### src/rtl/clk_sel_ctrl.sv
// Break-before-make sequencer for the audio clock mux enables: drop all enables, hold a
// guard interval so the mux synchronisers retire the old clock, then enable the new one.
module clk_sel_ctrl #(
    parameter int unsigned P_NO_CLOCKS    = 4,
    parameter int unsigned P_SEL_W        = 2,
    parameter int unsigned P_GUARD_CYCLES = 8,
    parameter int unsigned P_DEFAULT_SEL  = 0
) (
    input  logic               clk_ir,
    input  logic               rst_il,
    input  logic               clk_sel_req_id,
    input  logic [P_SEL_W-1:0] clk_sel_id,
    output logic [P_NO_CLOCKS-1:0] clk_en_vec_od,
    output logic [P_SEL_W-1:0] clk_sel_cur_od,
    output logic               clk_sel_busy_od,
    output logic               clk_sel_ack_od,
    output logic               clk_sel_err_od
);

    localparam int unsigned CntW = $clog2(P_GUARD_CYCLES + 2);
    localparam logic [CntW-1:0] GuardLoad = CntW'(P_GUARD_CYCLES - 1);
    // Reset bring-up skips the OFF cycle and counts the release edge too, so it starts
    // two counts higher to land the first enable P_GUARD_CYCLES+1 cycles after release.
    localparam logic [CntW-1:0] ResetLoad = CntW'(P_GUARD_CYCLES + 1);
    localparam logic [P_SEL_W:0] NoClocks = P_NO_CLOCKS[P_SEL_W:0];
    localparam logic [P_SEL_W-1:0] DefaultSel = P_DEFAULT_SEL[P_SEL_W-1:0];

    typedef enum logic [1:0] {
        StIdle,
        StOff,
        StWait,
        StOn
    } state_e;

    state_e          state;
    logic [CntW-1:0] cnt;
    logic            req_init;

    function automatic logic [P_NO_CLOCKS-1:0] onehot(input logic [P_SEL_W-1:0] idx);
        logic [P_NO_CLOCKS-1:0] v;
        v = '0;
        for (int i = 0; i < P_NO_CLOCKS; i++) begin
            v[i] = (idx == i[P_SEL_W-1:0]);
        end
        return v;
    endfunction

    always_ff @(posedge clk_ir) begin
        if (!rst_il) begin
            state           <= StWait;
            cnt             <= ResetLoad;
            req_init        <= 1'b0;
            clk_en_vec_od   <= '0;
            clk_sel_cur_od  <= DefaultSel;
            clk_sel_busy_od <= 1'b1;
            clk_sel_ack_od  <= 1'b0;
            clk_sel_err_od  <= 1'b0;
        end else begin
            clk_sel_ack_od <= 1'b0;
            clk_sel_err_od <= 1'b0;
            unique case (state)
                StIdle: begin
                    if (clk_sel_req_id) begin
                        if ({1'b0, clk_sel_id} >= NoClocks) begin
                            clk_sel_err_od <= 1'b1;
                        end else if (clk_sel_id == clk_sel_cur_od) begin
                            clk_sel_ack_od <= 1'b1;
                        end else begin
                            state           <= StOff;
                            req_init        <= 1'b1;
                            clk_en_vec_od   <= '0;
                            clk_sel_cur_od  <= clk_sel_id;
                            clk_sel_busy_od <= 1'b1;
                        end
                    end
                end
                StOff: begin
                    state <= StWait;
                    cnt   <= GuardLoad;
                end
                StWait: begin
                    if (cnt == '0) begin
                        state          <= StOn;
                        clk_en_vec_od  <= onehot(clk_sel_cur_od);
                        clk_sel_ack_od <= req_init;
                    end else begin
                        cnt <= cnt - CntW'(1);
                    end
                end
                StOn: begin
                    state           <= StIdle;
                    clk_sel_busy_od <= 1'b0;
                end
                default: state <= StIdle;
            endcase
        end
    end

endmodule
### config.mk
export PLATFORM = sky130hd
export DESIGN_NAME = clk_sel_ctrl
export DESIGN_NICKNAME = d
export VERILOG_FILES = /design/src/rtl/clk_sel_ctrl.sv
export SDC_FILE = /design/constraint.sdc
export NUM_CORES = 1
export LEC_CHECK = 0
export BUFFER_PORTS_ARGS = -buffer_cell sky130_fd_sc_hd__buf_2
export CAP_MARGIN = 20
export CORE_ASPECT_RATIO = 1.2
export CORE_MARGIN = 5
export CORE_UTILIZATION = 45
export DETAILED_ROUTE_END_ITERATION = 16
export PLACE_DENSITY = 0.75
export SLEW_MARGIN = 25
export SYNTH_ARGS = -nofsm -noshare
export SYNTH_HDL_FRONTEND = slang
export SYNTH_SLANG_ARGS = --single-unit
### constraint.sdc
create_clock -name clk_ir -period 3.3 [get_ports clk_ir]
set_input_delay 0.33 -clock clk_ir [delete_from_list [all_inputs] [get_ports clk_ir]]
set_output_delay 0.33 -clock clk_ir [all_outputs]
set_load 0.02 [all_outputs]
==> impl_metrics.tcl, run 1 <==
set metrics [dict create \
    period_minus_slack_ns 1.68 \
    synth_nets 96 \
    core_area_um2 1620 \
    finClkSkew_ns 0.00273 \
    drive_gt1_share_pct 18.6 \
    comb_power_share_pct 38.3 \
    grt_use_met2_pct 17.8 \
    grt_max_degree 20 \
    ys_types 29 \
    switching_share_pct 35.3 \
    antenna_found_initial 0 \
    rows 16 \
    die_h_um 55.2 \
    dpl.hpwl_mm 1.04 \
    yosysTopAreaCell "dfxtp_1" \
    clkPwrFrac_pct 18.1 \
    min_to "clk_sel_cur_od[1]$_SDFFE_PN0P_" \
    status "complete, no violations" \
    cp-start-kind "flip-flop" \
    end_kind "flip-flop" \
    drc 0 \
    clock_tree.root_cell "clkbuf_4" \
    min_path_type "in2reg" \
    ir_worst_vdd_mv 0.378 \
    use_met1_pct 15.5 \
    r2r_slack_ns 1.62 \
    p_leak_nw 0.401 \
    hold_violations 0 \
    final_nets 108 \
    intPower_uw 366 \
    postCtsHoldBufs 0 \
    ys_warn_count 0 \
    synth_top_area_share_pct 39.2 \
    synth-seq-cells 15 \
    required_ns 3.47 \
    netlist_instances 86 \
    vias 612 \
    antenna_left 0 \
    vias_per_cell 5.32 \
    synth_area_per_cell_um2 8.92 \
    fillerInstances 156 \
    cts_sinks 15 \
    cts_buffers 3 \
    r2r_end "clk_en_vec_od[0]$_SDFFE_PN0P_" \
    setup_tns_ns 0 \
    ys_seq_area_share_pct 39.2 \
    synthTopCellsByArea "dfxtp_1 39%, ha_1 8.2%, mux2i_1 5.2%, a21boi_0 4.9%, nand2_1 4.9%" \
    syn2layout_area_growth_pct 10.9 \
    fin_crit_sh_pct 50.9 \
    die_w_um 47.7 \
    dieArea_um2 2630 \
    crit_fanout 10 \
    grt_most_used_layer "met2" \
    final_core_util_pct 52.5 \
    drt_pass1_iterations 4 \
    p_per_area_nw_per_um2 666 \
    antennaDiodeCount 0 \
    fmax_mhz 596 \
    grt_overflow_total 0 \
    htree_levels 1 \
    switchingPower_uw 200 \
    port_buffers 12 \
    hold_start "clk_sel_id[1]" \
    cts.repair.resized 0 \
    cts_tree "built" \
    path_class "reg2reg" \
    critPathArrivalTime_ns 1.85 \
    insertion_delay_ns 0.27 \
    drv_cap 0 \
    track_usage_pct 12.2 \
    post_drt_wl_per_cell_um 11.7 \
    grt_pass1_wl_mm 2.41 \
    drtIter0Drc 10 \
    reg2reg_depth 5 \
    grt_pass1_vias 595 \
    clock_path_buffers 2 \
    initial_utilization_pct 47.3 \
    gp_congestion 0.749 \
    setup_viol 0 \
    timing.rr.start "state[0]$_SDFFE_PN0P_" \
    clk_pin_slew_ns 0.09 \
    min_path_cells 3 \
    rsz0062_at_grt "false" \
    synth_area_um2 767 \
    postCtsSetupRepairBufs 0 \
    drv_slew 0 \
    met3_usage_pct 4.22 \
    ios 14 \
    pwr-share-seq_pct 43.6 \
    drt_wl_total_mm 1.35 \
]
## per-layer routing
metal | up-vias | part of all wire [%]
met5 | - | 0
met1 | 285 | 49
li1 | 318 | -
met2 | 7 | 47
met4 | 0 | 0.74
met3 | 2 | 3.3
## worst max-delay path by stage
stage | from | endpoint | slack, ns | depth (start not counted)
6_report | state[0]$_SDFFE_PN0P_ | clk_en_vec_od[0]$_SDFFE_PN0P_ | 1.62 | 5
3_5_place_dp | state[0]$_SDFFE_PN0P_ | clk_en_vec_od[0]$_SDFFE_PN0P_ | 1.62 | 5
3_3_place_gp | state[0]$_SDFFE_PN0P_ | clk_en_vec_od[0]$_SDFFE_PN0P_ | 1.67 | 5
2_1_floorplan | state[0]$_SDFFE_PN0P_ | clk_en_vec_od[0]$_SDFFE_PN0P_ | 1.73 | 6
5_1_grt | cnt[0]$_SDFFE_PN1P_ | clk_en_vec_od[0]$_SDFFE_PN0P_ | 1.52 | 6
4_1_cts | state[0]$_SDFFE_PN0P_ | clk_en_vec_od[0]$_SDFFE_PN0P_ | 1.61 | 5
## critical path, stage by stage, from the launching register on
cell and delay, ns:
dfxtp_1 0.39, inv_1 0.08, ha_1 0.31, o31a_1 0.19
a211o_1 0.32, a32o_2 0.28
## cell type report
type / count / area, µm² / area share, %
multi-input cells: 60 / 419 / 49.3
flip-flops and latches: 15 / 300 / 35.3
repair buffers: 12 / 60.1 / 7.06
clock buffers: 4 / 26.3 / 3.09
inverters: 6 / 22.5 / 2.65
well taps: 18 / 22.5 / 2.65
## flip-flops by register name, indices dropped and copies added, names as in the netlist
name and cells:
clk_sel_cur_od 2, cnt 4, clk_sel_busy_od 1, clk_sel_ack_od 1, state 2, req_init 1, clk_en_vec_od 4
## cells by family after synthesis
kind of cell               count (synthesis)  synth area share (%)
and+or+nand+nor                           29                  19.1
DFF                                       15                  39.2
buffers and inverters                     11                  6.20
muxes                                      5                  6.69
xor gates and xnor gates                   2                  2.28
other                                      1                 0.489
adders and majority gates                  5                  8.16
AOI/OAI and AO/OA                         18                  17.9
## metrics by stage
stage | hold WS (ns) | std cells | cell area [µm²] | power [mW] | setup slack (ns)
6_report | 0.330 | 115 | 851 | 0.566 | 1.62
5_1_grt | 0.334 | 115 | 851 | 0.621 | 1.52
4_1_cts | 0.321 | 115 | 851 | 0.573 | 1.61
3_5_place_dp | 0.447 | 111 | 825 | 0.470 | 1.62
3_3_place_gp | 0.452 | 111 | 825 | 0.464 | 1.67
2_1_floorplan | 0.441 | 86 | 767 | 0.427 | 1.73
## cells in the mapped netlist, drive strengths merged
cell,n
nand4,1
or4b,1
a311oi,1
a211o,1
conb,1
xor2,2
a21oi,2
o221a,1
o31a,2
clkbuf,2
dfxtp,15
nor3,2
o21a,1
a32o,1
mux2i,4
nand2,10
a21boi,5
ha,5
mux2,1
nand4b,2
o311a,1
inv,6
buf,3
nor2,5
nand3,3
nor2b,5
o21ai,3
## power by group through the flow
stage	Clock, mW	Sequential (mW)	Combinational [mW]
5_1_grt	0.119	0.253	0.249
3_5_place_dp	0	0.251	0.219
3_3_place_gp	0	0.249	0.216
2_1_floorplan	0	0.257	0.170
4_1_cts	0.106	0.247	0.219
6_report	0.103	0.247	0.217
## placed cells by master (no fill, tap or decap), types with 2 or more instances in the layout
cell	n
dfxtp_1	15
nor3_1	2
a21oi_1	2
o31a_1	2
mux2i_1	4
nand3_1	3
clkbuf_4	3
nor2_1	5
ha_1	5
inv_1	6
nand2_1	10
nand4b_1	2
a21boi_0	5
buf_2	12
o21ai_0	2
nor2b_1	5
xor2_1	2
Note: power is estimated with default switching activity, not from simulation.
==> inputs of run 2 (changes only) <==
PLACE_DENSITY = 0.77   (was 0.75)
clock period = 1.5 ns   (was 3.3 ns; I/O delays follow)
==> run 2 against run 1 <==
Effect of this change: the run now ends with negative setup slack left; critical path depth up 2; non-clock buffer count up 12; highest routed layer unchanged; first-iteration DRC count up 110%; fmax up 12%; combinational power rose to 3.5 times the previous value; global-route usage up 1.1 points; final cell count up 10%; core utilization up 8.3 points; sequential share of layout area down 4.3 points; via count up 12%; largest power group is now combinational cells.
==> impl_metrics.tcl, run 2 (synthesis results as in run 1) <==
set metrics [dict create \
    drt_pass1_iterations 6 \
    drc 0 \
    critPathMostFrequentCell "inv_2" \
    vias_per_cell 5.42 \
    met3_usage_pct 3.90 \
    antenna_left 0 \
    antennaDiodeCount 0 \
    gp_congestion 0.768 \
    fin_crit_sh_pct 100 \
    stdcell_count 127 \
    port_buffers 12 \
    final_common_cell "buf_2" \
    drt_wl_total_mm 1.66 \
    syn2layout_area_growth_pct 28.4 \
    multi_input_area_um2 454 \
    cp_top_family "compound AO/OA/AOI/OAI gates" \
    drv_slew 0 \
    cts_buffers 3 \
    fmax_mhz 664 \
    worst_slack_ns -0.00520 \
    cts_tree "built" \
    ir_worst_vdd_mv 0.907 \
    top_regs "clk_en_vec_od: 4 flops, cnt: 4 flops" \
    post_drt_wl_per_cell_um 13.0 \
    switchingPower_uw 537 \
    violations "negative setup slack" \
    reg2reg_depth 7 \
    setup_viol 2 \
    die_w_um 47.7 \
    fillerInstances 147 \
    clock_tree.root_cell "clkbuf_4" \
    min_path_cells 3 \
    drive_gt1_share_pct 38.5 \
    core_area_um2 1620 \
    ios 14 \
    end_kind "flip-flop" \
    path_cells "inv_2 > ha_4 > inv_2 > o31a_1 > a211o_1 > buf_6 > mux2i_1" \
    comb_power_share_pct 49.2 \
    dieArea_um2 2630 \
    p_leak_nw 0.460 \
    min_to "clk_sel_cur_od[1]$_SDFFE_PN0P_" \
    path_class "reg2reg" \
    pwr-share-seq_pct 35.7 \
    grt_pass1_wl_mm 2.59 \
    grt_max_degree 20 \
    path_buf_inv 3 \
    final_nets 120 \
    drv_cap 0 \
    clk_pin_slew_ns 0.08 \
    grt_most_used_layer "met1" \
    hold_start "clk_sel_id[1]" \
    p_per_area_nw_per_um2 1550 \
    most-common-layout-cells "12 x buf_2, 11 x dfxtp_1, 11 x buf_4" \
    use_met1_pct 18.8 \
    cts_sinks 15 \
    antenna_found_initial 0 \
    dpl.hpwl_mm 1.22 \
    grt_use_met2_pct 18.1 \
    required_ns 1.68 \
    grt_overflow_total 0 \
    setup_tns_ns -0.00621 \
    postCtsHoldBufs 0 \
    status "finished, violations left" \
    dp.cells 122 \
    seqCellArea_um2 305 \
    timing.rr.start "cnt[0]$_SDFFE_PN1P_" \
    clock_path_buffers 2 \
    clkPwrFrac_pct 15.1 \
    track_usage_pct 13.3 \
    critPathArrivalTime_ns 1.68 \
    switching_share_pct 35.2 \
    grt_pass1_vias 606 \
    die_h_um 55.2 \
    rows 16 \
    rsz0062_at_grt "true" \
    insertion_delay_ns 0.28 \
    finClkSkew_ns 0.000835 \
    crit_fanout 3 \
    intPower_uw 989 \
    hold_violations 0 \
    vias 688 \
    initial_utilization_pct 47.3 \
    final_area_um2 985 \
    period_minus_slack_ns 1.51 \
    crit_path_top_delay_cell "dfxtp_2" \
    power_mw 1.53 \
    htree_levels 1 \
    drtIter0Drc 21 \
    critPathMaxStageDelay_ns 0.33 \
    r2r_slack_ns -0.005 \
    min_path_type "in2reg" \
    r2r_end "clk_en_vec_od[1]$_SDFFE_PN0P_" \
    cp-start-kind "flip-flop" \
    place_area_um2 923 \
]
## run 2: cell count changes in the layout (fill, tap and decap cells not counted), sizes merged
cell / before / now
buf: 12 / 24
## run 2: stage by stage
stage               setup WS, ns  hold slack [ns]  util, %
floorplan                -0.0681            0.306        -
global placement          0.0203            0.437     56.9
detailed placement       -0.0192            0.451     56.9
CTS                      0.00769            0.142     58.7
global route             -0.0731            0.178     60.7
finish                  -0.00520            0.145     60.7
## run 2: repair_timing
item	CTS	global route
setup buffers	0	1
resized for setup	1	6
pin swaps	1	3
endpoints found under the setup margin	4	8
## run 2: final cells by class
cell class / count / share of cell area, %
multi-input cells: 60 / 46.1
flip-flops and latches: 15 / 31.0
repair buffers: 24 / 15.6
clock buffers: 4 / 2.67
inverters: 6 / 2.29
well taps: 18 / 2.29
## run 2: worst max path at each step
stage | start | endpoint | slack (ns) | depth (start not counted)
floorplan | cnt[1]$_SDFFE_PN0P_ | clk_en_vec_od[0]$_SDFFE_PN0P_ | -0.07 | 6
global placement | cnt[1]$_SDFFE_PN0P_ | clk_en_vec_od[3]$_SDFFE_PN0P_ | 0.02 | 7
detailed placement | cnt[1]$_SDFFE_PN0P_ | clk_en_vec_od[1]$_SDFFE_PN0P_ | -0.02 | 7
CTS | state[1]$_SDFFE_PN1P_ | cnt[3]$_SDFFE_PN1P_ | 0.008 | 5
global route | cnt[0]$_SDFFE_PN1P_ | clk_en_vec_od[3]$_SDFFE_PN0P_ | -0.07 | 7
finish | cnt[0]$_SDFFE_PN1P_ | clk_en_vec_od[1]$_SDFFE_PN0P_ | -0.005 | 7
## run 2: per-layer routing
metal / vias up / part of all wire (%) / routed length [µm]
met2: 21 / 48 / 799
met5: - / 0 / 0
met4: 0 / 1.3 / 22
met1: 318 / 43 / 720
met3: 4 / 6.9 / 115
li1: 345 / - / -
## run 2: worst register-to-register path: cells and delay by family (launching register included)
family                   cells  cell delay (ns)
multiplexers                 1             0.11
AO/OA/AOI/OAI                2             0.60
flip-flops                   1             0.33
buffers and inverters        3             0.23
adder cells (fa/ha/maj)      1             0.13
## run 2: power by group through the flow
stage | clock, mW | sequential, mW | combinational (mW)
floorplan | 0 | 0.575 | 0.403
global placement | 0 | 0.544 | 0.632
detailed placement | 0 | 0.549 | 0.673
CTS | 0.238 | 0.540 | 0.677
global route | 0.248 | 0.557 | 0.814
finish | 0.231 | 0.544 | 0.751
